==> config.mk <==
export PLATFORM = sky130hd
export DESIGN_NAME = sun_pll_ctrl
export DESIGN_NICKNAME = d
export VERILOG_FILES = /design/src/rtl/sun_pll_ctrl.sv
export SDC_FILE = /design/constraint.sdc
export NUM_CORES = 1
export LEC_CHECK = 0
export CAP_MARGIN = 20
export CELL_PAD_IN_SITES_DETAIL_PLACEMENT = 2
export CELL_PAD_IN_SITES_GLOBAL_PLACEMENT = 2
export CORE_MARGIN = 4
export CORE_UTILIZATION = 34
export CTS_CLUSTER_SIZE = 30
export DETAILED_ROUTE_END_ITERATION = 16
export HOLD_SLACK_MARGIN = 0.12
export PLACE_DENSITY = 0.88
export SYNTH_ARGS = -nofsm -noshare
export SYNTH_HDL_FRONTEND = slang
export SYNTH_SLANG_ARGS = --single-unit
==> constraint.sdc <==
create_clock -name CK_REF -period 2.9 [get_ports CK_REF]
set_input_delay 0.58 -clock CK_REF [delete_from_list [all_inputs] [get_ports CK_REF]]
set_output_delay 0.58 -clock CK_REF [all_outputs]
set_load 0.03 [all_outputs]
==> src/rtl/sun_pll_ctrl.sv <==
// SUN_PLL power-up / lock sequencer: bias settle, core power-up, lock qualification, retry/fail.
// Optional auto-relock on loss of lock is built when SUN_PLL_CTRL_AUTORELOCK_EN is defined.
//
// state  | meaning
// OFF    | everything off, counters cleared, waiting for EN
// BIAS   | bias/CP current on, settling
// START  | core power-up, KICK/LPF precharge fires (one cycle)
// ACQ    | waiting for a qualified run of synced lock
// LOCKED | lock qualified, output clock enabled
// RETRY  | core powered down for a settle period before another attempt
// FAIL   | retries exhausted, held until EN drops
module sun_pll_ctrl #(
  parameter int SETTLE_CYC  = 64,
  parameter int LOCK_CYC    = 256,
  parameter int TIMEOUT_CYC = 4096,
  parameter int MAX_RETRY   = 3,
  parameter int LOSS_CYC    = 4,
  parameter int CW          = 13
) (
  input  logic       CK_REF,
  input  logic       RST,
  input  logic       EN,
  input  logic       LOCK_RAW,
  output logic       BIAS_EN,
  output logic       PWRUP_1V8,
  output logic       CK_EN,
  output logic       LOCKED,
  output logic       FAIL,
  output logic [1:0] RETRY_CNT,
  output logic [2:0] STATE
);

  localparam logic [2:0] S_OFF    = 3'd0;
  localparam logic [2:0] S_BIAS   = 3'd1;
  localparam logic [2:0] S_START  = 3'd2;
  localparam logic [2:0] S_ACQ    = 3'd3;
  localparam logic [2:0] S_LOCKED = 3'd4;
  localparam logic [2:0] S_RETRY  = 3'd5;
  localparam logic [2:0] S_FAIL   = 3'd6;

  localparam int LW = $clog2(LOCK_CYC + 1);

  localparam logic [CW-1:0] SETTLE_LAST  = CW'(SETTLE_CYC - 1);
  localparam logic [CW-1:0] TIMEOUT_LAST = CW'(TIMEOUT_CYC - 1);
  localparam logic [LW-1:0] LOCK_LAST    = LW'(LOCK_CYC - 1);
  localparam logic [1:0]    RETRY_MAX    = 2'(MAX_RETRY);

  logic [2:0]    state_q, state_d;
  logic [CW-1:0] timer_q, timer_d;
  logic [LW-1:0] lock_cnt_q, lock_cnt_d;
  logic [1:0]    retry_q, retry_d;
  logic [1:0]    lk_sync_q, lk_sync_d;
  logic          bias_en_q, bias_en_d;
  logic          pwrup_q, pwrup_d;
  logic          ck_en_q, ck_en_d;
  logic          locked_q, locked_d;
  logic          fail_q, fail_d;
  logic          lk;
  logic          change;

  assign lk = lk_sync_q[1];

`ifdef SUN_PLL_CTRL_AUTORELOCK_EN
  localparam int LSW = $clog2(LOSS_CYC + 1);
  localparam logic [LSW-1:0] LOSS_LAST = LSW'(LOSS_CYC - 1);
  logic [LSW-1:0] loss_cnt_q, loss_cnt_d;
`endif

  always_comb begin
    lk_sync_d = {lk_sync_q[0], LOCK_RAW};
    state_d   = state_q;
    case (state_q)
      S_OFF:    if (EN) state_d = S_BIAS;
      S_BIAS:   if (timer_q == SETTLE_LAST) state_d = S_START;
      S_START:  state_d = S_ACQ;
      S_ACQ: begin
        // lock wins over a timeout landing on the same cycle
        if (lk && lock_cnt_q == LOCK_LAST)
          state_d = S_LOCKED;
        else if (timer_q == TIMEOUT_LAST)
          state_d = (retry_q < RETRY_MAX) ? S_RETRY : S_FAIL;
      end
      S_RETRY:  if (timer_q == SETTLE_LAST) state_d = S_START;
      S_LOCKED: begin
`ifdef SUN_PLL_CTRL_AUTORELOCK_EN
        if (!lk && loss_cnt_q == LOSS_LAST) state_d = S_ACQ;
`endif
      end
      S_FAIL:   state_d = S_FAIL;
      default:  state_d = S_OFF;
    endcase
    if (!EN) state_d = S_OFF;

    change = (state_d != state_q);

    timer_d = '0;
    if (!change && (state_q == S_BIAS || state_q == S_ACQ || state_q == S_RETRY))
      timer_d = timer_q + 1'b1;

    lock_cnt_d = '0;
    if (!change && state_q == S_ACQ && lk)
      lock_cnt_d = lock_cnt_q + 1'b1;

`ifdef SUN_PLL_CTRL_AUTORELOCK_EN
    loss_cnt_d = '0;
    if (!change && state_q == S_LOCKED && !lk)
      loss_cnt_d = loss_cnt_q + 1'b1;
`endif

    retry_d = retry_q;
    if (state_d == S_OFF)
      retry_d = '0;
    else if (change && state_d == S_RETRY && retry_q < RETRY_MAX)
      retry_d = retry_q + 1'b1;

    // outputs are decoded from the next state so they line up with STATE
    bias_en_d = 1'b0;
    pwrup_d   = 1'b0;
    ck_en_d   = 1'b0;
    locked_d  = 1'b0;
    fail_d    = 1'b0;
    case (state_d)
      S_BIAS, S_RETRY: bias_en_d = 1'b1;
      S_START, S_ACQ: begin
        bias_en_d = 1'b1;
        pwrup_d   = 1'b1;
      end
      S_LOCKED: begin
        bias_en_d = 1'b1;
        pwrup_d   = 1'b1;
        ck_en_d   = 1'b1;
        locked_d  = 1'b1;
      end
      S_FAIL:  fail_d = 1'b1;
      default: ;
    endcase
  end

  always_ff @(posedge CK_REF) begin
    if (RST) begin
      state_q    <= S_OFF;
      timer_q    <= '0;
      lock_cnt_q <= '0;
      retry_q    <= '0;
      lk_sync_q  <= '0;
      bias_en_q  <= 1'b0;
      pwrup_q    <= 1'b0;
      ck_en_q    <= 1'b0;
      locked_q   <= 1'b0;
      fail_q     <= 1'b0;
    end else begin
      state_q    <= state_d;
      timer_q    <= timer_d;
      lock_cnt_q <= lock_cnt_d;
      retry_q    <= retry_d;
      lk_sync_q  <= lk_sync_d;
      bias_en_q  <= bias_en_d;
      pwrup_q    <= pwrup_d;
      ck_en_q    <= ck_en_d;
      locked_q   <= locked_d;
      fail_q     <= fail_d;
    end
  end

`ifdef SUN_PLL_CTRL_AUTORELOCK_EN
  always_ff @(posedge CK_REF) begin
    if (RST) loss_cnt_q <= '0;
    else     loss_cnt_q <= loss_cnt_d;
  end
`endif

  assign BIAS_EN   = bias_en_q;
  assign PWRUP_1V8 = pwrup_q;
  assign CK_EN     = ck_en_q;
  assign LOCKED    = locked_q;
  assign FAIL      = fail_q;
  assign RETRY_CNT = retry_q;
  assign STATE     = state_q;

endmodule

==> impl_summary.md <==
Global routing
The met3 track demand over resource is 0.04651. In the global route stage, met2 resource usage came out at 0.3228. The remaining global-route overflow is 0. The wire length of the first global-routing pass is 7341 µm. Across every metal layer, demand over resource in global routing totals 0.1785. The initial antenna violation count is 0. The met1 track demand over resource in global routing is 0.2017. The most heavily used metal layer in global routing is met2. Entering global routing, the biggest net connects 14 pins. The via count of the first global-routing pass is about 1500.

Worst setup path
The total buffers and inverters traversed by the critical path is 0. The kind of start point of the critical path is a flop. The data required time at the worst endpoint is between 3000 and 4000 ps. The setup check on the worst reg-to-reg path leaves a slack of just over 400 ps. The largest single stage delay on the critical path is 400 ps. The startpoint identified for the worst register-to-register timing path is timer_q[0]. In this run the critical register-to-register path is captured at lock_cnt_q[1].

The critical path is of the reg2reg type. Counting buffers and inverters, the worst setup path is 7 cells deep. The peak fanout along the critical path is 9. The family with the most delay on the worst path is simple AND/OR/NAND/NOR gates.

STA classifies the critical path endpoint as a flop. The largest individual stage delay along the critical path comes from the cell sky130_fd_sc_hd__nor3b_1. At the worst endpoint, the arrival time is about 2700 ps.

The signal on the critical path passes through ha_1 -> and4_1 -> nand4_1 -> nor3b_1 -> o32a_1 -> nand4b_1 -> nor2_1. Measured in cells, the most critical reg-to-reg path has a length of 7.

STA
The time the worst path needs with I/O delays and setup is 2484 ps. For the final database, setup skew stands at 6.578 ps. The setup violation total in the final timing report is 0.

The summed negative setup slack over all endpoints is 0 ps. The count of pins over their slew limit is 0. The actual slew at the worst max-slew pin is around 500 ps. The tightest hold path in the finished design has a slack of 452.2 ps. Dividing the final minimum period by the clock period gives 0.8566. Setup repair after global routing left no endpoint under its margin. For this run, the top clock speed supported by timing is approximately 400 MHz. The worst pin sits at a relative slew slack of 0.6671. The count of endpoints failing hold in the final timing report was 0.

Finish
The count of nets after finishing is 197. The share of cells above drive strength 1 is 0.05820. Relative to the synthesized area, the layout overhead comes to 18.54%. The finished layout cell area is about 0.0018 mm². In the layout the commonest cells are sky130_fd_sc_hd__dfxtp_1 (33), sky130_fd_sc_hd__nor2_1 (33), sky130_fd_sc_hd__clkdlybuf4s50_1 (13), sky130_fd_sc_hd__nand2_1 (12), sky130_fd_sc_hd__nand3_1 (11). Excluding fillers, the count of instances in the completed layout stands at 239. 0 antenna diodes ended up in the layout.

Clocking
The clock passes through at most 2 buffers. CTS placed an instance of sky130_fd_sc_hd__clkbuf_8 at the clock tree root. The total clock sinks is 33.

Post-CTS repair changed the size of 0 cells. In this run the number of H-tree levels came out at 2. The clock reaches the later pin of the worst-skew pair after 290 ps.

The total CTS buffers is 5. The clock input transition at the sequential cells of the worst setup and hold paths is ~70 ps. The number of buffers added for setup after CTS is 0.

The TritonCTS clock tree is done. The count of hold-fix buffers inserted at cts is 0.

Die
After floorplanning, the core was sized to cover slightly above 0.004 mm². The initial core utilization is 0.3591. The die covers about 0.0055 mm². The number of rows created at floorplan is 23. Measured along the x axis, the die boundary spans approximately 74 µm.

The number of top-level pins is 14. The die is between 70 and 80 µm tall.

Power and ir drop
The share of total power dissipated in sequential elements is 0.544. The share of total power dissipated in combinational logic is 0.040. IR analysis of the VDD net gives a maximum drop of about 0.19 mV.

Summed over all cells, the static leakage comes to between 0.5 and 0.6 nW. Of the total power, the share spent switching nets is 0.2225. The analysis attributes to net switching a power of around 190 µW. The share of total power in the clock network is 0.415. The power density over the cells is a little under 500 mW/mm². The completed layout was analyzed and its total power is around 850 µW.

The total internal power is roughly 660 µW.

Route
The detailed router finished its first iteration with 33 violations. The detailed-routing iteration count for the pre-antenna-repair pass is 5. Once detail routing completed, the nets flagged for antenna violations numbered 0. For this block, the routed nets add up to approximately 4200 µm of wire. The number of vias in the routed layout is between 1000 and 1500.

The routed wire length per instance is between 15 and 20 µm. Using the TritonRoute via totals, the vias-per-cell ratio works out to between 5 and 6. The number of remaining DRC errors is 0.

Synth
The count of flip-flops with a built-in enable after synthesis is 0. Of all flip-flops after synthesis, the portion carrying an async set or reset was 0. Counting flops and latches in the post-synthesis netlist gives 33. For this run, the leading register cell type out of synthesis is sky130_fd_sc_hd__dfxtp_1. For this run, the number of Yosys warnings is 0.

The portion of the post-synthesis area used by sequential elements is 0.4471. In this run the mean area of a mapped cell was approximately 8.6 µm². In the synthesized netlist, the number of instances is between 150 and 200.

Counting every net in the synthesized netlist gives ~180. The post-synth design cell area is 0.001478 mm². The count of distinct cell types in the synthesized netlist is 36.

Placed design
At the end of routability-driven placement, the weighted congestion stood at ~0.9. Including well taps, the total number of placed cells is 232. The count of buffers added on input and output ports is 13. The post-detailed-placement half-perimeter wirelength is 3088 µm. In this run the cell area measured after placement is 0.001665 mm².

Run status
The run finished with clean final reports.

Job
The max-cap violation count is 0.

Worst hold path
The hold-critical path endpoint is timer_q[0]. Counting instances, the worst hold path has a depth of 1. The worst hold path class is reg2reg. The origin of the worst min-delay path is timer_q[0].
==> cell usage after synthesis, drive strengths merged (3+ instances only) <==
cell type / n / area, µm²
dfxtp: 33 / 660.6
nor2: 33 / 123.9
nand2: 12 / 45.04
nand3: 11 / 55.05
xnor2: 9 / 78.83
xor2: 9 / 78.83
a21oi: 6 / 30.03
inv: 6 / 22.52
nand4: 5 / 31.28
nor3: 5 / 25.02
and3: 4 / 25.02
ha: 4 / 50.05
o21ai: 4 / 20.02
nor2b: 3 / 18.77
nor4: 3 / 31.28
==> power groups by stage <==
stage	Sequential, mW	Combinational, mW	Clock [mW]
5_1_grt	0.462	0.0373	0.383
6_report	0.462	0.0340	0.352
4_1_cts	0.462	0.0344	0.360
3_3_place_gp	0.472	0.0321	0
3_5_place_dp	0.472	0.0336	0
2_1_floorplan	0.473	0.0164	0
==> registers in the layout, summed over array words and instances, names as in the netlist <==
signal	count
lock_cnt_q	9
RETRY_CNT	2
LOCKED	1
PWRUP_1V8	1
STATE	3
BIAS_EN	1
lk_sync_q	2
FAIL	1
timer_q	13
==> metrics by stage <==
| stage | worst slack, ps | util |
|---|---|---|
| 2_1_floorplan | 855.6 | - |
| 3_3_place_gp | 452.8 | 0.4047 |
| 3_5_place_dp | 184.1 | 0.4047 |
| 4_1_cts | 388.5 | 0.4257 |
| 5_1_grt | 201.5 | 0.4257 |
| 6_report | 415.9 | 0.4257 |
==> layer usage <==
layer  wire length (µm)  vias to the layer above
met5                  0                        -
met4                 61                        0
met3                141                        6
met2               2232                       22
met1               1812                      659
li1                   -                      624
==> worst max-delay path by stage <==
stage	start	slack, ps	endpoint
finish	timer_q[0]	420	lock_cnt_q[1]
global route	timer_q[0]	200	lock_cnt_q[1]
CTS	timer_q[0]	390	lock_cnt_q[1]
detailed placement	EN	180	lock_cnt_q[4]
global placement	EN	450	lock_cnt_q[6]
floorplan	timer_q[0]	860	RETRY_CNT[0]
==> layout make-up <==
type	count	area (µm²)
inverters	6	22.52
well taps	50	62.56
flip-flops and latches	33	660.6
fillers	453	2364
repair buffers	15	145.1
clock buffers	7	86.33
multi-input cells	128	774.5
==> logic make-up after synthesis <==
kind of cell,share of synthesized area
simple gates,0.3023
flops,0.4471
xor+xnor,0.1067
compound gates,0.07452
buf+inv,0.02879
fa+ha+maj,0.03387
mux,0.006774
Note: power is estimated with default switching activity, not from simulation.
